`config.mk`:
```
export PLATFORM = sky130hd
export DESIGN_NAME = platform_scheduler_flat
export DESIGN_NICKNAME = d
export VERILOG_FILES = /design/src/rtl/platform_pkg.sv /design/src/rtl/platform_scheduler_if.sv /design/src/rtl/platform_lfsr.sv /design/src/rtl/platform_scheduler.sv /design/src/flat_wrapper.sv
export SDC_FILE = /design/constraint.sdc
export NUM_CORES = 1
export LEC_CHECK = 0
export ABC_AREA = 1
export CAP_MARGIN = 10
export CORE_UTILIZATION = 59
export CTS_BUF_LIST = sky130_fd_sc_hd__clkbuf_4
export CTS_CLUSTER_SIZE = 25
export DETAILED_ROUTE_END_ITERATION = 16
export DONT_BUFFER_PORTS = 1
export PLACE_DENSITY_LB_ADDON = 0.1
export SLEW_MARGIN = 20
export SYNTH_ARGS = -nofsm -noshare
export SYNTH_HDL_FRONTEND = slang
export SYNTH_SLANG_ARGS = --single-unit
```
`constraint.sdc`:
```
create_clock -name clk -period 1.7 [get_ports clk]
set_clock_uncertainty 0.05 [all_clocks]
set_input_delay 0.255 -clock clk [delete_from_list [all_inputs] [get_ports clk]]
set_output_delay 0.255 -clock clk [all_outputs]
set_load 0.005 [all_outputs]
```
`src/rtl/platform_pkg.sv`:
```
// platform_pkg: shared types, default geometry and LFSR step for the platform scheduler.
//   Contents: state_t FSM encoding, coord_t signed screen coordinate,
//   DEF_* parameter defaults, LFSR_SEED and lfsr_step (x^15 + x^14 + 1).
package platform_pkg;
    typedef enum logic [1:0] {IDLE, SCROLL, SCAN, RECYCLE} state_t;
    typedef logic signed [10:0] coord_t;
    localparam coord_t DEF_EARTH = 11'sd480;
    localparam coord_t DEF_SCROLL_DY = 11'sd12;
    localparam int DEF_SCROLL_FRAMES = 16;
    localparam int DEF_GROUPS = 6;
    localparam int DEF_GROUP_SIZE = 15;
    localparam logic [14:0] LFSR_SEED = 15'h4A5;
    function automatic logic [14:0] lfsr_step(input logic [14:0] v);
        return {v[13:0], v[14] ^ v[13]};
    endfunction
endpackage

```
`src/rtl/platform_scheduler_if.sv`:
```
// platform_scheduler_if: command/status bundle between the scheduler and the platform datapath.
//   master: scheduler side (drives scroll/recycle commands and status).
//   slave:  datapath side (drives frame_tick, collision, group_y, recycle_ready).
interface platform_scheduler_if import platform_pkg::*; #(
    parameter int GROUPS = DEF_GROUPS,
    parameter int GROUP_SIZE = DEF_GROUP_SIZE
);
    logic                  frame_tick;
    logic                  collision;
    coord_t                group_y [GROUPS];
    logic                  scroll_valid;
    coord_t                scroll_dy;
    logic                  recycle_valid;
    logic                  recycle_ready;
    logic [2:0]            recycle_group;
    logic [GROUP_SIZE-1:0] recycle_mask;
    logic                  busy;
    logic                  overrun;
    logic [15:0]           score;
    modport master (
        input  frame_tick, collision, group_y, recycle_ready,
        output scroll_valid, scroll_dy, recycle_valid, recycle_group, recycle_mask, busy, overrun, score
    );
    modport slave (
        output frame_tick, collision, group_y, recycle_ready,
        input  scroll_valid, scroll_dy, recycle_valid, recycle_group, recycle_mask, busy, overrun, score
    );
endinterface

```
`src/rtl/platform_lfsr.sv`:
```
// platform_lfsr: free-running 15-bit Fibonacci LFSR (x^15 + x^14 + 1), seeded on reset.
//   clk, rst: clock and synchronous active-high reset
//   value_o:  current LFSR state, advances every clock
module platform_lfsr import platform_pkg::*; (
    input  logic        clk,
    input  logic        rst,
    output logic [14:0] value_o
);
    always_ff @(posedge clk) begin
        value_o <= rst ? LFSR_SEED : lfsr_step(value_o);
    end
endmodule

```
`src/rtl/platform_scheduler.sv`:
```
// platform_scheduler: per-frame scroll burst and platform-group recycle scheduler.
//   clk, rst: clock and synchronous active-high reset
//   bus:      platform_scheduler_if.master (frame_tick/collision/group_y in,
//             scroll and recycle commands, busy, overrun, score out)
//   Build option: define PLATFORM_SCORE_EN to count scroll frames on score (else score is 0).
module platform_scheduler import platform_pkg::*; #(
    parameter coord_t EARTH = DEF_EARTH,
    parameter coord_t SCROLL_DY = DEF_SCROLL_DY,
    parameter int SCROLL_FRAMES = DEF_SCROLL_FRAMES,
    parameter int GROUPS = DEF_GROUPS,
    parameter int GROUP_SIZE = DEF_GROUP_SIZE
) (
    input logic clk,
    input logic rst,
    platform_scheduler_if.master bus
);
    localparam int CW = SCROLL_FRAMES > 1 ? $clog2(SCROLL_FRAMES) : 1;
    state_t                state_q;
    logic [2:0]            grp_q, grp_d, recycle_group_q;
    logic [CW-1:0]         cnt_q, cnt_d;
    logic                  pending_q, overrun_q, scroll_valid_q, recycle_valid_q;
    logic [GROUP_SIZE-1:0] recycle_mask_q, mask_d;
    logic [14:0]           lfsr;
    logic                  last, hit, want_scroll;
    platform_lfsr u_lfsr (.clk(clk), .rst(rst), .value_o(lfsr));
    // An all-zero draw would leave the group empty, so the top platform is forced on.
    assign mask_d = GROUP_SIZE'(lfsr) | {(lfsr == '0), {(GROUP_SIZE-1){1'b0}}};
    assign grp_d = grp_q + 3'd1;
    assign cnt_d = (cnt_q == CW'(SCROLL_FRAMES-1)) ? '0 : cnt_q + 1'b1;
    assign last = grp_q == 3'(GROUPS-1);
    assign hit = bus.group_y[grp_q] >= EARTH;
    // A nonzero count means a burst is in progress and keeps scrolling until it wraps.
    assign want_scroll = bus.collision | pending_q | (cnt_q != '0);
    always_ff @(posedge clk) begin
        if (rst) begin
            state_q         <= IDLE;
            grp_q           <= '0;
            cnt_q           <= '0;
            pending_q       <= 1'b0;
            overrun_q       <= 1'b0;
            scroll_valid_q  <= 1'b0;
            recycle_valid_q <= 1'b0;
            recycle_group_q <= '0;
            recycle_mask_q  <= '0;
        end else begin
            if (state_q != IDLE) begin
                if (bus.frame_tick) overrun_q <= 1'b1;
                if (bus.collision) pending_q <= 1'b1;
            end
            case (state_q)
                IDLE: if (bus.frame_tick) begin
                    pending_q      <= 1'b0;
                    grp_q          <= '0;
                    scroll_valid_q <= want_scroll;
                    state_q        <= want_scroll ? SCROLL : SCAN;
                end
                SCROLL: begin
                    scroll_valid_q <= 1'b0;
                    cnt_q          <= cnt_d;
                    grp_q          <= '0;
                    state_q        <= SCAN;
                end
                SCAN: if (hit) begin
                    state_q         <= RECYCLE;
                    recycle_valid_q <= 1'b1;
                    recycle_group_q <= grp_q;
                    recycle_mask_q  <= mask_d;
                end else begin
                    grp_q   <= last ? '0 : grp_d;
                    state_q <= last ? IDLE : SCAN;
                end
                RECYCLE: if (bus.recycle_ready) begin
                    recycle_valid_q <= 1'b0;
                    grp_q           <= last ? '0 : grp_d;
                    state_q         <= last ? IDLE : SCAN;
                end
                default: state_q <= IDLE;
            endcase
        end
    end
    assign bus.scroll_valid  = scroll_valid_q;
    assign bus.scroll_dy     = SCROLL_DY;
    assign bus.recycle_valid = recycle_valid_q;
    assign bus.recycle_group = recycle_group_q;
    assign bus.recycle_mask  = recycle_mask_q;
    assign bus.busy          = state_q != IDLE;
    assign bus.overrun       = overrun_q;
`ifdef PLATFORM_SCORE_EN
    logic [15:0] score_q;
    always_ff @(posedge clk) begin
        if (rst) score_q <= '0;
        else if (scroll_valid_q && score_q != 16'hFFFF) score_q <= score_q + 16'd1;
    end
    assign bus.score = score_q;
`else
    assign bus.score = '0;
`endif
endmodule

```
`src/flat_wrapper.sv`:
```
// flat-port wrapper written by rule: the top's interface ports become plain ports
module platform_scheduler_flat import platform_pkg::*;
#(
    parameter coord_t EARTH = DEF_EARTH,
    parameter coord_t SCROLL_DY = DEF_SCROLL_DY,
    parameter int SCROLL_FRAMES = DEF_SCROLL_FRAMES,
    parameter int GROUPS = DEF_GROUPS,
    parameter int GROUP_SIZE = DEF_GROUP_SIZE
)
  (clk, rst, bus_frame_tick, bus_collision, bus_group_y, bus_recycle_ready, bus_scroll_valid, bus_scroll_dy, bus_recycle_valid, bus_recycle_group, bus_recycle_mask, bus_busy, bus_overrun, bus_score);
  platform_scheduler_if #(.GROUPS(GROUPS), .GROUP_SIZE(GROUP_SIZE)) bus_i ();
  input logic clk;
  input logic rst;
  input wire logic [$bits(bus_i.frame_tick)-1:0] bus_frame_tick;
  input wire logic [$bits(bus_i.collision)-1:0] bus_collision;
  input wire logic [$bits(bus_i.group_y)-1:0] bus_group_y;
  input wire logic [$bits(bus_i.recycle_ready)-1:0] bus_recycle_ready;
  output wire logic [$bits(bus_i.scroll_valid)-1:0] bus_scroll_valid;
  output wire logic [$bits(bus_i.scroll_dy)-1:0] bus_scroll_dy;
  output wire logic [$bits(bus_i.recycle_valid)-1:0] bus_recycle_valid;
  output wire logic [$bits(bus_i.recycle_group)-1:0] bus_recycle_group;
  output wire logic [$bits(bus_i.recycle_mask)-1:0] bus_recycle_mask;
  output wire logic [$bits(bus_i.busy)-1:0] bus_busy;
  output wire logic [$bits(bus_i.overrun)-1:0] bus_overrun;
  output wire logic [$bits(bus_i.score)-1:0] bus_score;
  assign bus_i.frame_tick = bus_frame_tick;
  assign bus_i.collision = bus_collision;
  assign bus_i.group_y = {>>{bus_group_y}};
  assign bus_i.recycle_ready = bus_recycle_ready;
  assign bus_scroll_valid = bus_i.scroll_valid;
  assign bus_scroll_dy = bus_i.scroll_dy;
  assign bus_recycle_valid = bus_i.recycle_valid;
  assign bus_recycle_group = bus_i.recycle_group;
  assign bus_recycle_mask = bus_i.recycle_mask;
  assign bus_busy = bus_i.busy;
  assign bus_overrun = bus_i.overrun;
  assign bus_score = bus_i.score;
  platform_scheduler #(.EARTH(EARTH), .SCROLL_DY(SCROLL_DY), .SCROLL_FRAMES(SCROLL_FRAMES), .GROUPS(GROUPS), .GROUP_SIZE(GROUP_SIZE)) u_core (.clk(clk), .rst(rst), .bus(bus_i));
endmodule
```
==> impl_metrics.toml, run 1 <==
[finish]
fillers = 344
final_nets = 423
finalNonFillerCells = 399
diodes = 0
mostFrequentLayoutCells = "60 x nor2_1, 60 x nand2_1, 44 x dfxtp_1, 33 x inv_1, 27 x conb_1"
drive_above_1_share = 0.197
area_growth_pct = 11.4

[cts]
cts.sinks = 46
cts_tree = "done"
numCtsBuffers = 5
clk_path_buf_depth = 2
clock-root-buffer = "clkbuf_4"
clock_latency_ps = 370
path_clk_slew_ps = 130
cts_max_level = 2

[global_routing]
use_met3 = 0.0704
top_usage_layer = "met2"
grt_start_max_net_pins = 21
grtUsageMet1 = 0.272
gr-usage-all-layers = 0.231
grt-ovfl-total = 0
grt_use_met2 = 0.388
grt_pass1_wl_um = 7510
antenna_found_initial = 0
grt_pass1_vias = 1724

[yosys]
synth-seq-cells = 46
synth_cell_types = 31
syn_avg_cell_area_um2 = 7.03
syn-cell-area_um2 = 2340
yosysSeqAreaShare = 0.393
synthCells = 333
ys.warnings.count = 0

[setup_path]
start_kind = "flop"
startpoint = "u_core.grp_q[0]"
max_stage_delay_ps = 400
crit_arrival_ps = 1960
crit_path_cell_trace = "buf_2 > nand2_1 > nand3_1 > nand2_1 > nand2_1 > nand2_1 > nand2_2 > o21ai_4 > nand2_4 > buf_12 > o21ai_1 > nor2_1"
regToRegStartpoint = "u_core.grp_q[0]"
path_class = "reg -> reg"
reg2reg_depth = 12
cp_common_cell = "nand2_1"
cp_slowest_cell = "dfxtp_4"
cp_num_buf_inv = 2
r2r_slack_ps = -50
cp_top_family = "simple AND/OR/NAND/NOR gates"
cp-end-kind = "flop"
crit_fanout = 8
endpoint = "u_core.bus.recycle_group[0]"
cp.required_ps = 1920
path_depth = 12
r2r_end = "u_core.bus.recycle_group[0]"

[sta]
fmax_mhz = 572
final.period_utilization = 1.03
tns_ps = -445
setup_slack_ps = -48.2
setup_viol = 21
drv_slew = 0
rsz0062_at_grt = "yes"
hold_violations = 0
layout_min_cycle_time_ps = 1750
worstMarginPinSlew_ps = 729
slew_headroom = 0.512

[detailed_routing]
drc = 0
wirelength_um = 4610
vias = 1946
drt_pass1_iterations = 4
wl_per_cell_um = 11.5
via_per_inst = 4.88
drt_iter0_drc = 85
detail-route-antenna-nets = 0

[floorplanning]
die_y_um = 65.0
start_util = 0.626
ios = 120
num_rows = 22
die_area_um2 = 4230
core_um2 = 3740
die_w_um = 65.0

[status]
failed_checks = "negative setup slack"
run_status = "complete, but fails checks"

[pwr]
p_total_w = 0.00326
p_per_area_nw_per_um2 = 1250
ir_drop_uv = 724
p_leak_nw = 1.25

[place]
gp_congestion = 0.722
numPortBuffers = 0
numPlacedInstances = 383
dp_hpwl_um = 3170

[hold_path]
holdCritStartpoint = "bus_frame_tick"
hold_class = "in -> reg"

[job]
maxCapViolCount = 0
-- logic make-up after synthesis --
| group | after synthesis | synth area share |
|---|---|---|
| other | 2 | 0.00321 |
| AO/OA/AOI/OAI | 54 | 0.124 |
| flip-flops | 46 | 0.393 |
| XOR/XNOR | 1 | 0.00374 |
| AND/OR/NAND/NOR | 153 | 0.277 |
| adder cells (fa/ha/maj) | 2 | 0.0107 |
| buffers and inverters | 75 | 0.189 |
-- power by group --
| part | switching [W] | internal, W | leakage [nW] | total, W |
|---|---|---|---|---|
| combinational | 0.000676 | 0.000531 | 0.822 | 0.00121 |
| sequential | 0.000143 | 0.00124 | 0.378 | 0.00138 |
| clock | 0.000355 | 0.000312 | 0.0456 | 0.000667 |
| total | 0.00117 | 0.00208 | 1.25 | 0.00326 |
-- synthesized netlist by cell type, drive strengths merged --
cell type,instances,share of area
a21oi,16,0.034
a31o,1,0.0037
buf,33,0.12
clkbuf,5,0.012
conb,2,0.0032
dfxtp,46,0.39
ha,2,0.011
inv,37,0.060
nand2,63,0.10
nand3,10,0.021
nand3b,1,0.0032
nand4,3,0.0080
nor2,65,0.11
nor3,2,0.0043
nor4,3,0.0080
o211ai,3,0.0096
o21a,2,0.0064
o21ai,32,0.070
or2,6,0.016
xor2,1,0.0037
-- worst min path at each step --
stage	endpoint	cells after the start	slack [ps]
2_1_floorplan	u_core.bus.scroll_valid	2	350
3_3_place_gp	u_core.state_q[0]	1	280
3_5_place_dp	u_core.state_q[1]	1	280
4_1_cts	u_core.bus.scroll_valid	3	10
5_1_grt	u_core.bus.recycle_valid	3	20
6_report	u_core.bus.scroll_valid	3	40
-- worst register-to-register path, stage by stage (launching register included) --
cell and delay [ps]:
dfxtp_4 400, buf_2 150, nand2_1 70, nand3_1 70, nand2_1 70, nand2_1 40, nand2_1 70, nand2_2 70
o21ai_4 170, nand2_4 140, buf_12 170, o21ai_1 130, nor2_1 60
-- layout make-up --
cell class                      instances  area, um2  share of cell area
Clock buffer                            5       37.5              0.0144
Clock inverter                          3       43.8              0.0168
Inverter                               37        149              0.0571
Multi-Input combinational cell        237       1160               0.446
Sequential cell                        46        926               0.355
Tap cell                               48       60.1              0.0230
Timing Repair Buffer                   23        230              0.0882
-- state kept, by name, summed over array words and instances, names as in the netlist --
name                      flops
u_core.bus.overrun            1
u_core.bus.recycle_group      3
u_core.bus.recycle_mask      15
u_core.bus.recycle_valid      1
u_core.bus.scroll_valid       1
u_core.cnt_q                  4
u_core.grp_q                  3
u_core.pending_q              1
u_core.state_q                2
u_core.u_lfsr.value_o        15
-- routing by layer --
metal,wire (um),vias to the layer above
li1,-,1024
met1,2000,840
met2,2180,75
met3,339,7
met4,87,0
met5,0,-
-- stage by stage --
step                      cell area [um2]  hold WS [ps]   util  setup WS, ps
after floorplan                      2440           348      -          78.0
after global placement               2330           277  0.623         -77.0
after detailed placement             2330           278  0.623          -123
after CTS                            2450          14.5  0.655         -8.75
after global routing                 2610          23.4  0.697          -175
final                                2610          38.1  0.697         -48.2
-- repair_timing --
item                       4_1_cts  5_1_grt
hold endpoints to repair        21        0
setup buffers                    1        3
pin swaps                        1       12
gates cloned                     0        2
setup endpoints to repair       23       24
gates resized for setup         10       38
hold buffers                     2        0
No activity file was read; power rests on OpenSTA's default activity.
==> run 2, diff against run 1 <==
--- a/config.mk
+++ b/config.mk
@@ -9,3 +9,3 @@
 export CAP_MARGIN = 10
-export CORE_UTILIZATION = 59
+export CORE_UTILIZATION = 50
 export CTS_BUF_LIST = sky130_fd_sc_hd__clkbuf_4
==> constraint.sdc (replaced) <==
create_clock -name clk -period 1.7 [get_ports clk]
set_clock_uncertainty 0.05 [all_clocks]
set_input_delay 0.17 -clock clk [delete_from_list [all_inputs] [get_ports clk]]
set_output_delay 0.17 -clock clk [all_outputs]
set_load 0.005 [all_outputs]
==> run 2 against run 1 <==
The flow still finishes with violations (negative setup slack). Register-to-register slack about the same. Count of clock-buffer cells in the layout unchanged. Fmax is essentially flat. Cell count increased by 1.0%. Die area rose by 17%. Sequential share of layout area up 0.87 points. Non-clock buffer count is the same. Hold slack improved by 64 ps. Via count decreased by 0.92%. Combinational power decreased by 8%. Critical path type unchanged. Critical endpoint is now u_core.state_q[1]. Largest power group unchanged.
==> impl_metrics.toml, run 2 (same netlist as run 1, synthesis figures left out) <==
[status]
run_status = "complete, but fails checks"
failed_checks = "negative setup slack"

[sta]
setup_viol = 20
slew_headroom = 0.511
rsz0062_at_grt = "yes"
final.period_utilization = 1.03
hold_violations = 0
layout_min_cycle_time_ps = 1750
worstMarginPinSlew_ps = 731
setup_slack_ps = -47.8
fmax_mhz = 572
drv_slew = 0

[detailed_routing]
vias = 1928
drt_pass1_iterations = 4
drc = 0
wirelength_um = 4320
detail-route-antenna-nets = 0
drt_iter0_drc = 75
wl_per_cell_um = 10.7
via_per_inst = 4.78

[cts]
path_clk_slew_ps = 140
clk_path_buf_depth = 2
cts_tree = "done"
clock-root-buffer = "clkbuf_4"
cts.sinks = 46
numCtsBuffers = 5
cts_max_level = 2
clock_latency_ps = 350

[floorplanning]
ios = 120
die_y_um = 70.4
die_w_um = 70.4
core_um2 = 4410
start_util = 0.531
die_area_um2 = 4960
num_rows = 24

[global_routing]
grt_pass1_wl_um = 7480
antenna_found_initial = 0
gr-usage-all-layers = 0.186
grt_start_max_net_pins = 21
grt-ovfl-total = 0
grt_pass1_vias = 1668

[place]
gp_congestion = 0.828
dp_hpwl_um = 3090
dp_slack_ps = -111
numPortBuffers = 0

[pwr]
seqPwrFrac = 0.455
p_per_area_nw_per_um2 = 1190
p_clk_frac = 0.177
p_sw_frac = 0.372
p_comb_frac = 0.368
power.switching_w = 0.00112
p_leak_nw = 1.22
p_int_w = 0.00190
ir_drop_uv = 657
p_total_w = 0.00302

[setup_path]
path_depth = 11
cp_top_family = "simple AND/OR/NAND/NOR gates"
crit_fanout = 8
reg2reg_depth = 11
crit_path_cell_trace = "buf_6 > or2_4 > o211ai_1 > nand2_1 > nand2_1 > o21ai_2 > nand2_4 > buf_6 > nand2_1 > nand2_1 > a21oi_1"
path_class = "reg -> reg"
start_kind = "flop"
cp_common_cell = "nand2_1"
cp.required_ps = 1880
crit_arrival_ps = 1930
regToRegStartpoint = "u_core.grp_q[0]"
cp-end-kind = "flop"
max_stage_delay_ps = 400
endpoint = "u_core.state_q[1]"
cp_slowest_cell = "dfxtp_4"
r2r_slack_ps = -50
cp_num_buf_inv = 2
startpoint = "u_core.grp_q[0]"
r2r_end = "u_core.state_q[1]"

[hold_path]
hold_class = "in -> reg"

[finish]
register_area_um2 = 926
multi_input_area_um2 = 1110
area_growth_pct = 8.71
diodes = 0
final_nets = 423
fillers = 425
final_util = 0.577
drive_above_1_share = 0.157
mostFrequentLayoutCells = "60 x nor2_1, 60 x nand2_1, 44 x dfxtp_1, 34 x inv_1, 27 x conb_1"

[job]
maxCapViolCount = 0
## run 2: repair_timing
action,4_1_cts,5_1_grt
pin swaps,2,3
endpoints found under the hold margin,21,1
hold buffers,3,1
setup endpoints to repair,24,24
buffers inserted,3,0
resized for setup,24,10
## run 2: power by group through the flow
stage               Combinational [W]  Clock, W  Sequential [W]
finish                        0.00111  0.000537         0.00138
floorplan                    0.000845         0         0.00136
detailed placement            0.00100         0         0.00139
global route                  0.00128  0.000612         0.00140
global placement             0.000990         0         0.00139
CTS                           0.00109  0.000566         0.00138
## run 2: through the flow
stage	TNS, ps	hold slack, ps	std cells	area, um2
final	-335	102	403	2550
after global routing	-4020	122	403	2550
after CTS	-301	13.9	402	2500
after detailed placement	-1690	194	388	2350
after global placement	-1460	193	388	2350
after floorplan	0	263	358	2440
## run 2: area by class of cell
| class | count | area share |
|---|---|---|
| Clock buffer | 5 | 0.0147 |
| Clock inverter | 3 | 0.00983 |
| Inverter | 37 | 0.0585 |
| Multi-Input combinational cell | 237 | 0.437 |
| Sequential cell | 46 | 0.364 |
| Tap cell | 52 | 0.0256 |
| Timing Repair Buffer | 23 | 0.0904 |
## run 2: worst min-delay path by stage
stage / from / end / slack (ps) / cells after the start
floorplan: bus_frame_tick / u_core.bus.scroll_valid / 260 / 2
finish: rst / u_core.bus.recycle_mask[12] / 100 / 3
CTS: bus_collision / u_core.pending_q / 10 / 4
detailed placement: rst / u_core.state_q[1] / 190 / 1
global placement: rst / u_core.state_q[1] / 190 / 1
global route: rst / u_core.bus.recycle_mask[12] / 120 / 3
## run 2: routing by layer
| layer | vias to the layer above | routed length (um) | share of wire | GRT usage |
|---|---|---|---|---|
| li1 | 1027 | - | - | - |
| met1 | 831 | 2060 | 0.48 | 0.256 |
| met2 | 66 | 1870 | 0.43 | 0.276 |
| met3 | 4 | 344 | 0.080 | 0.0606 |
| met4 | 0 | 36 | 0.0083 | 0.0533 |
| met5 | - | 0 | 0 | 0 |
## run 2: worst min-delay path, cell delays in order
cell and delay [ps]:
inv_1 160, o21ai_2 100, nor2_1 40
==> run 3, diff against run 2 <==
CORE_UTILIZATION = 40   (was 50)
CTS_CLUSTER_SIZE = 30   (was 25)
==> run 3 against run 2 <==
Die area increased by 24%. Critical path depth increased by 2. Count of clock-buffer cells in the layout unchanged. The flow still finishes with violations (negative setup slack). Design area increased by 1.4%. Via count decreased by 1.7%. Cell count increased by 3.7%. Non-clock buffer count decreased by 5. Sequential power about the same. Highest routed layer unchanged. Worst setup slack improved by 38 ps. Largest cell class unchanged.
==> impl_metrics.toml, run 3 (same netlist as run 1, synthesis figures left out) <==
[sta]
fmax_mhz = 585
layout_min_cycle_time_ps = 1710
setup_viol = 6
drv_slew = 0
slew_headroom = 0.513
setup_slack_ps = -10.2
worstMarginPinSlew_ps = 727
rsz0062_at_grt = "yes"
hold_violations = 0
final.period_utilization = 1.01
hold_slack_ps = 72.5

[setup_path]
cp-end-kind = "flop"
max_stage_delay_ps = 430
crit_fanout = 14
cp_slowest_cell = "dfxtp_4"
path_class = "reg -> reg"
crit_path_cell_trace = "buf_6 > nand2_2 > nand2_1 > nand2_1 > nand2_1 > nand2_1 > nand2_1 > nand2_1 > o21ai_2 > nand2_4 > buf_12 > o21ai_1 > nor2_1"
cp.required_ps = 1930
crit_arrival_ps = 1940
cp_common_cell = "nand2_1"
start_kind = "flop"

[finish]
final_nets = 418
register_area_um2 = 926
fillers = 618
finalNonFillerCells = 418
final_common_cell = "nor2_1"
multi_input_area_um2 = 1170
area_growth_pct = 10.3
diodes = 0
drive_above_1_share = 0.176
mostFrequentLayoutCells = "60 x nor2_1, 59 x nand2_1, 44 x dfxtp_1, 34 x inv_1, 27 x conb_1"

[cts]
cts.sinks = 46
path_clk_slew_ps = 140
clk_path_buf_depth = 2
clock_latency_ps = 360
cts_max_level = 2
clock-root-buffer = "clkbuf_4"
cts_tree = "done"
numCtsBuffers = 5

[floorplanning]
num_rows = 27
ios = 120
die_area_um2 = 6170
die_w_um = 78.5
die_y_um = 78.5
start_util = 0.420
core_um2 = 5570

[job]
maxCapViolCount = 0

[detailed_routing]
wl_met2_um = 2040
detail-route-antenna-nets = 0
wirelength_um = 4640
drc = 0
drt_iter0_drc = 31
wl_met3_um = 353
met1_length_um = 2180
routed.top_layer = "met4"
wl_per_cell_um = 11.1
drt_pass1_iterations = 4
vias = 1895
via_per_inst = 4.53

[global_routing]
antenna_found_initial = 0
grt_start_max_net_pins = 21
grt_pass1_wl_um = 7580
grt-ovfl-total = 0
grt_pass1_vias = 1663
gr-usage-all-layers = 0.156

[place]
numPortBuffers = 0
gp_congestion = 0.793
dp_hpwl_um = 3340
numPlacedInstances = 404

[pwr]
ir_drop_uv = 551
p_leak_nw = 1.21
p_per_area_nw_per_um2 = 1160

[hold_path]
hold_class = "in -> reg"

[status]
run_status = "complete, but fails checks"
failed_checks = "negative setup slack"
## run 3: cell count changes in the layout (fill, tap and decap cells not counted), sizes merged
cell    delta
buf        -5
clkinv     +1
inv        -1
## run 3: layer usage
| metal | global-route usage | vias to the layer above |
|---|---|---|
| li1 | - | 1017 |
| met1 | 0.195 | 817 |
| met2 | 0.243 | 56 |
| met3 | 0.0570 | 5 |
| met4 | 0.0593 | 0 |
| met5 | 0 | - |
## run 3: metrics by stage
step / area, um2 / setup WS, ps / power [W] / utilization / TNS (ps)
CTS: 2480 / -19.9 / 0.00299 / 0.446 / -116
finish: 2580 / -10.2 / 0.00300 / 0.463 / -25.8
detailed placement: 2340 / -131 / 0.00237 / 0.420 / -1890
global placement: 2340 / -109 / 0.00237 / 0.420 / -1560
floorplan: 2440 / 78.0 / 0.00221 / - / 0
global route: 2580 / -156 / 0.00326 / 0.463 / -2610
## run 3: repair_timing
action                                  in CTS  in global routing
endpoints found under the setup margin      24                 24
hold endpoints to repair                    21                  0
pin swaps                                    3                  6
hold buffers                                 4                  0
buffers inserted                             0                  1
resized for setup                           18                 31
gates cloned                                 1                  0
## run 3: final cells by class
| cell class | count | share of cell area |
|---|---|---|
| clock inverters | 3 | 0.00824 |
| clock buffers | 5 | 0.0145 |
| inverters | 37 | 0.0586 |
| repair buffers | 18 | 0.0732 |
| flip-flops and latches | 46 | 0.359 |
| well taps | 72 | 0.0349 |
| multi-input cells | 237 | 0.452 |
## run 3: final timing paths
kind	from	end	slack (ps)	cells past startpoint
max	u_core.grp_q[0]	u_core.bus.recycle_group[1]	-10	13
min	rst	u_core.bus.recycle_group[0]	70	3
max reg2reg	u_core.grp_q[0]	u_core.bus.recycle_group[1]	-10	13
min reg2reg	u_core.u_lfsr.value_o[7]	u_core.u_lfsr.value_o[8]	390	2
## run 3: worst max-delay path, delay by kind of cell (launching register included)
kind,cells,cell delay [ps]
flip-flops,1,430
AO/OA/AOI/OAI,2,300
AND/OR/NAND/NOR,9,530
buffers and inverters,2,310
## run 3: power by group
part	total, W	internal, W	leakage, nW	switching [W]
clock	0.000521	0.000161	0.0312	0.000360
combinational	0.00108	0.000464	0.797	0.000620
sequential	0.00139	0.00124	0.378	0.000149
total	0.00300	0.00187	1.21	0.00113
